==> src/rtl/fifo_pkg.sv <==
// Shared definitions for the fifo block and its downstream byte serializer.
package fifo_pkg;

  localparam int FIFO_WIDTH    = 32;
  localparam int FIFO_DEPTH    = 16;
  localparam int SER_OUT_WIDTH = 8;

  typedef enum logic [1:0] {
    IDLE  = 2'd0,
    FETCH = 2'd1,
    SHIFT = 2'd2
  } serializer_state_t;

  // Slice counter width; a single-slice word still needs a 1-bit counter.
  function automatic int idx_width(input int n);
    return (n > 1) ? $clog2(n) : 1;
  endfunction

endpackage

==> src/rtl/fifo_byte_serializer.sv <==
// Pops WIDTH-bit words from a fifo read port and emits them as OUT_WIDTH-bit
// slices on a valid/ready stream, flagging the final slice of each word.
module fifo_byte_serializer
  import fifo_pkg::*;
#(
  parameter int WIDTH     = FIFO_WIDTH,
  parameter int OUT_WIDTH = SER_OUT_WIDTH,
  parameter bit MSB_FIRST = 1'b1
) (
  input  logic                 clk,
  input  logic                 rst,
  input  logic [WIDTH-1:0]     rdata,
  input  logic                 empty_flag,
  output logic                 rd_en,
  output logic [OUT_WIDTH-1:0] out_data,
  output logic                 out_valid,
  input  logic                 out_ready,
  output logic                 out_last,
  output logic                 busy
);

  localparam int N     = WIDTH / OUT_WIDTH;
  localparam int IDX_W = idx_width(N);
  localparam logic [IDX_W-1:0] LAST_IDX = IDX_W'(N - 1);

  generate
    if ((WIDTH % OUT_WIDTH) != 0) begin : g_bad_width
      $error("fifo_byte_serializer: WIDTH (%0d) is not a multiple of OUT_WIDTH (%0d)",
             WIDTH, OUT_WIDTH);
    end
  endgenerate

  serializer_state_t state;
  logic [WIDTH-1:0]  shreg;
  logic [WIDTH-1:0]  shreg_shifted;
  logic [IDX_W-1:0]  idx;
  logic [IDX_W-1:0]  idx_inc;
  logic              last_hs;

  assign idx_inc = idx + IDX_W'(1);
  assign last_hs = (state == SHIFT) && out_ready && (idx == LAST_IDX);

  // Held low during reset so an asserted rst can never pop the fifo.
  assign rd_en = !rst && !empty_flag && ((state == IDLE) || last_hs);

  generate
    if (MSB_FIRST) begin : g_msb_first
      assign out_data      = shreg[WIDTH-1 -: OUT_WIDTH];
      assign shreg_shifted = shreg << OUT_WIDTH;
    end else begin : g_lsb_first
      assign out_data      = shreg[OUT_WIDTH-1:0];
      assign shreg_shifted = shreg >> OUT_WIDTH;
    end
  endgenerate

  // NOTE: sequential state uses non-blocking assignments so every register
  // samples pre-edge values, independent of statement order.
  always_ff @(posedge clk or posedge rst) begin
    if (rst) begin
      state     <= IDLE;
      shreg     <= '0;
      idx       <= '0;
      out_valid <= 1'b0;
      out_last  <= 1'b0;
      busy      <= 1'b0;
    end else begin
      unique case (state)
        IDLE: begin
          if (!empty_flag) begin
            state <= FETCH;
            busy  <= 1'b1;
          end
        end

        FETCH: begin
          shreg     <= rdata;
          idx       <= '0;
          state     <= SHIFT;
          out_valid <= 1'b1;
          out_last  <= (LAST_IDX == '0);
          busy      <= 1'b1;
        end

        SHIFT: begin
          if (out_ready) begin
            if (idx == LAST_IDX) begin
              out_valid <= 1'b0;
              out_last  <= 1'b0;
              if (!empty_flag) begin
                state <= FETCH;
              end else begin
                state <= IDLE;
                busy  <= 1'b0;
              end
            end else begin
              shreg    <= shreg_shifted;
              idx      <= idx_inc;
              out_last <= (idx_inc == LAST_IDX);
            end
          end
        end

        default: begin
          state     <= IDLE;
          out_valid <= 1'b0;
          out_last  <= 1'b0;
          busy      <= 1'b0;
        end
      endcase
    end
  end

endmodule

==> config.mk <==
export PLATFORM = sky130hd
export DESIGN_NAME = fifo_byte_serializer
export DESIGN_NICKNAME = d
export VERILOG_FILES = /design/src/rtl/fifo_pkg.sv /design/src/rtl/fifo_byte_serializer.sv
export SDC_FILE = /design/constraint.sdc
export NUM_CORES = 1
export LEC_CHECK = 0
export ABC_CLOCK_PERIOD_IN_PS = 2100
export CAP_MARGIN = 30
export CORE_MARGIN = 2
export CORE_UTILIZATION = 50
export CTS_CLUSTER_SIZE = 40
export DETAILED_ROUTE_END_ITERATION = 12
export GPL_TIMING_DRIVEN = 0
export PLACE_DENSITY = 0.8
export SKIP_LAST_GASP = 1
export SLEW_MARGIN = 20
export SYNTH_ARGS = -nofsm -noshare
export SYNTH_HDL_FRONTEND = slang
export SYNTH_SLANG_ARGS = --single-unit
==> constraint.sdc <==
create_clock -name clk -period 2.1 [get_ports clk]
set_clock_uncertainty 0.15 [all_clocks]
set_input_delay 0.42 -clock clk [delete_from_list [all_inputs] [get_ports clk]]
set_output_delay 0.42 -clock clk [all_outputs]
set_load 0.02 [all_outputs]
## Word-level counts from Yosys, hierarchy flattened

Cells that the tools add are included.

| cells by class | value |
|---|---|
| $add $sub $neg | 1 |
| multipliers | 0 |
| div/mod/pow operators | 0 |
| $lt $le $gt $ge | 0 |
| equal/unequal tests | 9 |
| shift-type cells | 0 |
| muxes and demuxes | 22 |
| bitwise gates (word level) | 1 |
| reduce and logical (&&, ||, !) cells | 14 |

Operator list:

| cell | count |
|---|---|
| 32-bit 2-to-1 mux | 2 |
| 32-bit case mux with 2 select lines | 1 |
| 2-bit 2-to-1 mux | 5 |
| 1-bit 2-to-1 mux | 9 |
| 3-bit AND reduction | 3 |
| 2-bit != test (second input constant) | 4 |
| 2-bit equality test (second input constant) | 3 |
| 1-bit case mux with 3 select lines | 2 |
| 2-bit case mux with 3 select lines | 1 |
| 1-bit logical AND | 4 |
| 2-bit case mux with 2 select lines | 1 |
| 4-bit AND reduction | 1 |
| 2-bit by 1-bit adder with 2-bit output (second input constant) | 1 |
| 2-bit by 1-bit equality test with 1-bit output (second input constant) | 1 |
| 1-bit logical NOT | 2 |
| 2-bit logical NOT | 1 |
| 2-bit by 1-bit != test with 1-bit output (second input constant) | 1 |
| 1-bit case mux with 2 select lines | 1 |
| 2-bit AND reduction | 1 |
| 2-bit nonzero test | 1 |
| 1-bit logical OR | 1 |
| 1-bit inverter | 1 |

| word-level totals | value |
|---|---|
| flip-flop bits (word level) | 39 |
| latch bits | 0 |
| bits in writable memories | 0 |
| ROM bits | 0 |
| bits of input ports | 36 |
| output and inout bits | 12 |
| word-level logic and storage cells | 53 |
| memories kept | 0 |

## Depth between registers and ports, before layout

Gate-level depths: netlist of the first run.

| depth | value |
|---|---|
| word-level depth | 5 |
| mapped depth | 5 |
| gate-level depth less buffers | 4 |

## Worst setup path after synthesis of the first run

OpenSTA, ideal clock, no wires.

| timing path | value |
|---|---|
| path kind | input to output |
| start | input port rst |
| end | output port rd_en |
| data arrival time | 1604 ps |
| required time | 1530 ps |
| setup slack | -74 ps |
| stages on the path | 2 |
| path buffers | 0 |
| cell sequence | inv_1 > and2_1 |

| on the way | value |
|---|---|
| word-level cells in the longest chain between the ends | 3 |

Ends and longest elaborated chain:

| item | line | RTL |
|---|---|---|
| start, declared | fifo_byte_serializer.sv:11 | `input logic rst,` |
| 1-bit logical NOT (no source line) | - |  |
| 1-bit logical AND (2 in series) | fifo_byte_serializer.sv:44 | `assign rd_en = !rst && !empty_flag && ((state == IDLE) \|\| last_hs);` |
| end, declared | fifo_byte_serializer.sv:14 | `output logic rd_en,` |

No other way between the ends.

## Worst setup path in the final report of the first run

| timing path | value |
|---|---|
| start | register idx[1] |
| end | output port rd_en |

| on the way | value |
|---|---|
| word-level cells in the longest chain between the ends | 4 |

Ends and longest elaborated chain:

| item | line | RTL |
|---|---|---|
| start, declared | fifo_byte_serializer.sv:36 | `logic [IDX_W-1:0] idx;` |
| start signal, assigned | fifo_byte_serializer.sv:97 | `idx <= idx_inc;` |
| 2-bit equality test | fifo_byte_serializer.sv:41 | `assign last_hs = (state == SHIFT) && out_ready && (idx == LAST_IDX);` |
| 1-bit logical AND | fifo_byte_serializer.sv:41 |  |
| 1-bit logical OR | fifo_byte_serializer.sv:44 |  |
| 1-bit logical AND | fifo_byte_serializer.sv:44 |  |

No other way between the ends.

==> impl_metrics.xml, run 1 <==
<?xml version="1.0" encoding="UTF-8"?>
<metrics>
  <group name="global_routing">
    <metric name="antenna_found_initial" unit="">0</metric>
    <metric name="grt.total_usage" unit="%">22.0</metric>
    <metric name="grt_max_degree" unit="">21</metric>
    <metric name="total_congestion_overflow" unit="">0</metric>
    <metric name="grt_pass1_vias" unit="">1440</metric>
    <metric name="wire_length_of_the_first_global_routing_pass" unit="um">7360</metric>
  </group>
  <group name="yosys">
    <metric name="netlist_area" unit="um^2">2090</metric>
    <metric name="synth_largest_type_area_fraction" unit="%">46.7</metric>
    <metric name="postSynth.asyncResetShare" unit="%">100</metric>
    <metric name="ys_ff_latch" unit="">39</metric>
    <metric name="postSynth.topFlopCell" unit="">dfrtp_1</metric>
    <metric name="netlist_instances" unit="">143</metric>
    <metric name="yosys.area.top_type" unit="">dfrtp_1</metric>
    <metric name="ys_top_cells_by_count" unit="">dfrtp_1 (39), mux2_4 (36), mux2_2 (10), a32o_1 (8), buf_4 (8)</metric>
    <metric name="ys_seq_area_share" unit="%">46.7</metric>
    <metric name="ys_types" unit="">26</metric>
    <metric name="synth_edf_count" unit="">0</metric>
    <metric name="synthTopCellsByArea" unit="">dfrtp_1 (47%), mux2_4 (26%), mux2_2 (5.4%), a32o_1 (3.8%), buf_4 (2.9%)</metric>
    <metric name="syn_nets" unit="">181</metric>
    <metric name="synthesis.area_per_instance" unit="um^2">14.6</metric>
    <metric name="synth_warnings" unit="">0</metric>
    <metric name="synthMostInstantiatedCell" unit="">dfrtp_1</metric>
  </group>
  <group name="sta">
    <metric name="finalCriticalPeriod" unit="ns">2.10</metric>
    <metric name="worst_hold_slack" unit="ns">0.182</metric>
    <metric name="finalCritPeriodShare" unit="%">99.9</metric>
    <metric name="timing.final.ws_setup" unit="ns">0.00268</metric>
    <metric name="hold_violations" unit="">0</metric>
    <metric name="tightestPinTransition" unit="ns">0.544</metric>
    <metric name="max_freq" unit="GHz">0.477</metric>
    <metric name="final-max-slew-violation-count" unit="">0</metric>
    <metric name="relSlewSlack" unit="%">63.7</metric>
    <metric name="report.final.setup_viol" unit="">0</metric>
  </group>
  <group name="layout">
    <metric name="final_net_count" unit="">243</metric>
    <metric name="layout_cells_sized_above_1" unit="%">40.8</metric>
    <metric name="area_overhead_vs_synth" unit="%">35.8</metric>
    <metric name="antennaDiodeCount" unit="">0</metric>
  </group>
  <group name="critical_path">
    <metric name="worst-endpoint-required" unit="ns">1.53</metric>
    <metric name="critPathMaxFanout" unit="">4</metric>
    <metric name="cpPeakStageDelay" unit="ns">0.42</metric>
    <metric name="worst_setup_path_end_kind" unit="">output port</metric>
    <metric name="setup.worst_path.class" unit="">register to output port</metric>
    <metric name="crit_path_cell_trace" unit="">ha_4 &gt; nand2_4 &gt; a211oi_4 &gt; and2_4 &gt; buf_6</metric>
    <metric name="cp-start-kind" unit="">register</metric>
    <metric name="crit_arrival" unit="ns">1.53</metric>
    <metric name="critical_path.slowest_cell" unit="">dfrtp_1</metric>
  </group>
  <group name="clock_tree">
    <metric name="tritoncts.num_buffers" unit="">5</metric>
    <metric name="tritoncts" unit="">yes</metric>
    <metric name="clock_tree.buffer_depth" unit="">2</metric>
    <metric name="htreeDepth" unit="">2</metric>
    <metric name="cts_hold_repair.buffers" unit="">0</metric>
    <metric name="cts.clk_slew.worst_paths" unit="ns">0.08</metric>
    <metric name="clkLatencyLatePin" unit="ns">0.29</metric>
    <metric name="cts_root_buffer" unit="">clkbuf_8</metric>
    <metric name="cts.sink_count" unit="">39</metric>
  </group>
  <group name="power_and_ir_drop">
    <metric name="seq_power_share" unit="%">31.6</metric>
    <metric name="power.total" unit="mW">4.21</metric>
    <metric name="switchingPower" unit="mW">1.34</metric>
    <metric name="power.static_leakage" unit="nW">1.28</metric>
    <metric name="p_int" unit="mW">2.88</metric>
    <metric name="vdd_drop_max" unit="V">0.000676</metric>
    <metric name="combinationalPowerShare" unit="%">53.1</metric>
    <metric name="switching_share" unit="%">31.7</metric>
    <metric name="cellPowerDensity" unit="nW/um^2">1490</metric>
    <metric name="power.share.clock" unit="%">15.3</metric>
  </group>
  <group name="routing">
    <metric name="detail_route.iter0.violations" unit="">92</metric>
    <metric name="detail_route.first_pass.iterations" unit="">4</metric>
    <metric name="avgRoutedWirePerCell" unit="um">17.6</metric>
    <metric name="route.detailed.drc" unit="">0</metric>
    <metric name="dr_total_vias" unit="">1389</metric>
    <metric name="drt-total-wl" unit="um">4500</metric>
    <metric name="detail-route-antenna-nets" unit="">0</metric>
    <metric name="viasPerCell" unit="">5.43</metric>
  </group>
  <group name="placed_design">
    <metric name="place.detailed.hpwl" unit="um">2940</metric>
    <metric name="dpl_worst_slack" unit="ns">-1.10</metric>
    <metric name="placement.io_buffers" unit="">47</metric>
    <metric name="globalplace.congestion" unit="">0.905</metric>
  </group>
  <group name="floorplan">
    <metric name="ios" unit="">48</metric>
    <metric name="die_outline_height" unit="um">68.6</metric>
    <metric name="core.rowCount" unit="">23</metric>
    <metric name="floorplan.initialDensity" unit="%">52.2</metric>
    <metric name="core-area" unit="um^2">4000</metric>
    <metric name="die_width" unit="um">68.6</metric>
    <metric name="fp.dieArea" unit="um^2">4710</metric>
  </group>
  <group name="flow_run">
    <metric name="maxCapViolCount" unit="">0</metric>
  </group>
  <group name="run_status">
    <metric name="outcome" unit="">finished, final reports clean</metric>
  </group>
  <group name="min_path">
    <metric name="holdCritPathClass" unit="">primary input to asynchronous set/reset pin</metric>
  </group>
</metrics>
==> metal layers <==
layer	share of wire [%]	routed length (um)	GRT usage [%]	vias up
li1	-	-	-	634
met1	40	1780	27.0	697
met2	53	2380	37.9	51
met3	5.5	247	4.71	7
met4	1.9	87	8.25	0
met5	0	0	0	-
==> placed cells by master (no fill, tap or decap), drive strengths merged, types with 3 or more instances in the layout <==
cell type,instances
mux2,48
nand2b,3
a21oi,4
dfrtp,39
clkinvlp,3
clkdlybuf4s50,44
a32o,8
clkbuf,9
o21a,3
buf,20
o21ai,3
nand2,4
inv,3
==> kinds of logic after synthesis <==
kind of cell | share of synthesized area, %
fa+ha+maj | 1.20
buf+inv | 7.67
simple gates | 3.00
flops | 46.7
compound gates | 9.05
mux | 32.4
==> worst max-delay path: cells and delay by family (launching register included) <==
| family | cells | cell delay [ns] |
|---|---|---|
| flops | 1 | 0.42 |
| fa+ha+maj | 1 | 0.19 |
| simple gates | 2 | 0.24 |
| compound gates | 1 | 0.27 |
| buf+inv | 1 | 0.11 |
==> cell type report <==
| class | count | area (um^2) |
|---|---|---|
| inverters | 4 | 18.8 |
| flip-flops and latches | 39 | 976 |
| well taps | 50 | 62.6 |
| plain buffers | 16 | 145 |
| fillers | 270 | 1160 |
| clock inverters | 2 | 35.0 |
| repair buffers | 53 | 518 |
| multi-input cells | 84 | 987 |
| repair inverters | 2 | 10.0 |
| clock buffers | 6 | 82.6 |
==> flip-flops by register name, indices dropped and copies added (netlist names) <==
signal,cells
busy,1
idx,2
out_last,1
out_valid,1
shreg,32
state,2
==> stage by stage <==
step | instance area (um^2) | instances | setup TNS [ns] | utilization [%]
finish | 2840 | 256 | 0 | 70.9
global route | 2840 | 256 | -0.0481 | 70.9
detailed placement | 2630 | 240 | -4.19 | 65.6
CTS | 2780 | 253 | 0 | 69.4
global placement | 2630 | 240 | -3.60 | 65.6
floorplan | 2090 | 143 | 0 | -
==> worst paths after layout <==
kind | from | to | slack [ns] | depth (start not counted)
max reg2reg | idx[1] | shreg[27] | 0.11 | 5
min in group clk | shreg[0] | shreg[0] | 0.35 | 1
min reg2reg | shreg[0] | shreg[0] | 0.35 | 1
max in group asynchronous | rst | shreg[1] | 1.21 | 3
min | rst | idx[1] | 0.18 | 2
max | idx[1] | rd_en | 0.003 | 5
==> timing repair <==
item / CTS / global route
resized for setup: 9 / 6
gates cloned: 2 / 0
pin swaps: 1 / 3
endpoints found under the setup margin: 1 / 1
setup buffers: 3 / 2
==> power groups by stage <==
stage                     combinational (mW)  clock [mW]  sequential, mW
final                                   2.24       0.645            1.33
after floorplan                         1.68           0            1.29
after detailed placement                2.17           0            1.34
after CTS                               2.21       0.655            1.32
after global placement                  2.09           0            1.31
after global routing                    2.40       0.696            1.37
No activity file was read; power rests on OpenSTA's default activity.
==> run 2, diff against run 1 <==
- GPL_TIMING_DRIVEN: 0 -> unset
==> run 2 against run 1 <==
Wire length down 12%. Sequential power hardly changed. Combinational power shrank 9.8%. Design area is 4.3% lower. Critical path type is now primary input to output port. Largest power group unchanged.
==> impl_metrics.xml, run 2 (synthesis gave the netlist of run 1 again) <==
<?xml version="1.0" encoding="UTF-8"?>
<metrics>
  <group name="sta">
    <metric name="relSlewSlack" unit="%">67.8</metric>
    <metric name="tightestPinTransition" unit="ns">0.483</metric>
    <metric name="hold_violations" unit="">0</metric>
    <metric name="finalCriticalPeriod" unit="ns">2.06</metric>
    <metric name="final-max-slew-violation-count" unit="">0</metric>
    <metric name="max_freq" unit="GHz">0.485</metric>
    <metric name="report.final.setup_viol" unit="">0</metric>
    <metric name="worst_hold_slack" unit="ns">0.308</metric>
    <metric name="timing.final.ws_setup" unit="ns">0.0361</metric>
    <metric name="fin_setup_tns" unit="ns">0</metric>
    <metric name="finalCritPeriodShare" unit="%">98.3</metric>
    <metric name="rsz0062_at_grt" unit="">false</metric>
  </group>
  <group name="global_routing">
    <metric name="antenna_found_initial" unit="">0</metric>
    <metric name="total_congestion_overflow" unit="">0</metric>
    <metric name="grt.total_usage" unit="%">19.0</metric>
    <metric name="grt_max_degree" unit="">40</metric>
    <metric name="wire_length_of_the_first_global_routing_pass" unit="um">6480</metric>
    <metric name="grt_pass1_vias" unit="">1342</metric>
  </group>
  <group name="routing">
    <metric name="detail_route.iter0.violations" unit="">81</metric>
    <metric name="route.detailed.drc" unit="">0</metric>
    <metric name="avgRoutedWirePerCell" unit="um">16.3</metric>
    <metric name="detail_route.wirelength.met1" unit="um">1690</metric>
    <metric name="dr_total_vias" unit="">1297</metric>
    <metric name="drt-total-wl" unit="um">3950</metric>
    <metric name="met2_length" unit="um">2050</metric>
    <metric name="detail-route-antenna-nets" unit="">0</metric>
    <metric name="dr.max_layer_used" unit="">met4</metric>
    <metric name="detail_route.first_pass.iterations" unit="">4</metric>
    <metric name="viasPerCell" unit="">5.34</metric>
    <metric name="met3_length" unit="um">179</metric>
  </group>
  <group name="clock_tree">
    <metric name="cts.clk_slew.worst_paths" unit="ns">0.07</metric>
    <metric name="cts_hold_repair.buffers" unit="">0</metric>
    <metric name="clock_tree.buffer_depth" unit="">2</metric>
    <metric name="cts.sink_count" unit="">39</metric>
    <metric name="cts_root_buffer" unit="">clkbuf_8</metric>
    <metric name="clkLatencyLatePin" unit="ns">0.28</metric>
    <metric name="postCtsSetupRepairBufs" unit="">0</metric>
    <metric name="tritoncts" unit="">yes</metric>
    <metric name="tritoncts.num_buffers" unit="">5</metric>
    <metric name="htreeDepth" unit="">2</metric>
    <metric name="cts.repair.resized" unit="">6</metric>
  </group>
  <group name="layout">
    <metric name="largest_register_ffs" unit="">32</metric>
    <metric name="mostFrequentLayoutCell" unit="">clkdlybuf4s50_1</metric>
    <metric name="regMostFlops" unit="">shreg</metric>
    <metric name="area_overhead_vs_synth" unit="%">29.9</metric>
    <metric name="final_cell_mix" unit="">clkdlybuf4s50_1 (46), dfrtp_1 (39), mux2_4 (36)</metric>
    <metric name="final_net_count" unit="">230</metric>
    <metric name="antennaDiodeCount" unit="">0</metric>
    <metric name="biggestRegsByFlops" unit="">shreg x32, idx x2, state x2</metric>
    <metric name="layout_cells_sized_above_1" unit="%">36.8</metric>
  </group>
  <group name="placed_design">
    <metric name="dpl_worst_slack" unit="ns">-0.525</metric>
    <metric name="globalplace.congestion" unit="">0.758</metric>
    <metric name="place.detailed.hpwl" unit="um">2910</metric>
    <metric name="placement.io_buffers" unit="">47</metric>
  </group>
  <group name="power_and_ir_drop">
    <metric name="cellPowerDensity" unit="nW/um^2">1490</metric>
    <metric name="vdd_drop_max" unit="V">0.000855</metric>
    <metric name="power.static_leakage" unit="nW">1.22</metric>
  </group>
  <group name="critical_path">
    <metric name="path_buf_inv" unit="">2</metric>
    <metric name="critPathMaxFanout" unit="">2</metric>
    <metric name="worst-endpoint-required" unit="ns">1.53</metric>
    <metric name="cp-start-kind" unit="">primary input</metric>
    <metric name="cpPeakStageDelay" unit="ns">0.48</metric>
    <metric name="worst_setup_path_end_kind" unit="">output port</metric>
    <metric name="crit_family" unit="">buffers and inverters</metric>
    <metric name="crit_arrival" unit="ns">1.49</metric>
    <metric name="setup.worst_path.class" unit="">primary input to output port</metric>
    <metric name="crit_path_cell_trace" unit="">clkdlybuf4s50_1 &gt; nand2_1 &gt; a211oi_2 &gt; and2_1 &gt; buf_4</metric>
    <metric name="critical_path.slowest_cell" unit="">clkdlybuf4s50_1</metric>
  </group>
  <group name="floorplan">
    <metric name="core.rowCount" unit="">23</metric>
    <metric name="die_width" unit="um">68.6</metric>
    <metric name="fp.dieArea" unit="um^2">4710</metric>
    <metric name="core-area" unit="um^2">4000</metric>
    <metric name="ios" unit="">48</metric>
    <metric name="floorplan.initialDensity" unit="%">52.2</metric>
    <metric name="die_outline_height" unit="um">68.6</metric>
  </group>
  <group name="flow_run">
    <metric name="maxCapViolCount" unit="">0</metric>
  </group>
  <group name="run_status">
    <metric name="outcome" unit="">finished, final reports clean</metric>
  </group>
  <group name="min_path">
    <metric name="holdCritPathClass" unit="">register to register</metric>
  </group>
</metrics>
[run 2: cell count changes in the layout (fill, tap and decap cells not counted), moves of 2 or more]
cell | before | now
buf_4 | 13 | 11
clkinvlp_2 | 2 | 0
dlygate4sd2_1 | 2 | 0
clkdlybuf4s50_1 | 44 | 46
clkbuf_1 | 3 | 1
buf_6 | 5 | 0
[run 2: final cells by class]
cell class	count	area [um^2]
Clock buffer	6	72.6
Tap cell	50	62.6
Multi-Input combinational cell	84	960
Clock inverter	2	60.1
Fill cell	279	1290
Sequential cell	39	976
Timing Repair Buffer	58	563
Inverter	4	18.8
[run 2: through the flow]
step	utilization, %	cells	instance area, um^2	power (mW)
CTS	67.8	243	2710	4.08
global placement	64.4	235	2580	3.24
global route	67.8	243	2710	4.29
finish	67.8	243	2710	4.04
floorplan	-	143	2090	2.96
detailed placement	64.4	235	2580	3.33
[run 2: final timing paths]
path	startpoint	endpoint	slack (ns)	depth (start not counted)
worst max-delay path	out_ready	rd_en	0.04	5
worst min-delay path	state[0]	state[0]	0.31	1
worst max register to register	state[0]	shreg[26]	0.15	5
worst min register to register	state[0]	state[0]	0.31	1
max in group asynchronous	rst	shreg[23]	0.95	3
min in group asynchronous	rst	out_valid	0.50	3
[run 2: power by group]
group | internal (mW) | switching, mW
clock | 0.475 | 0.254
combinational | 1.23 | 0.786
sequential | 1.10 | 0.196
total | 2.81 | 1.24
[run 2: per-layer routing]
layer,up-vias,track usage [%]
met5,-,0
met1,641,23.9
li1,611,-
met2,41,32.6
met4,0,5.75
met3,4,4.22
[run 2: worst reg2reg max path, delay by kind of cell (launching register included)]
family / cells / cell delay (ns)
buffers and inverters: 2 / 0.46
DFF: 1 / 0.37
muxes: 2 / 0.65
and+or+nand+nor: 1 / 0.20
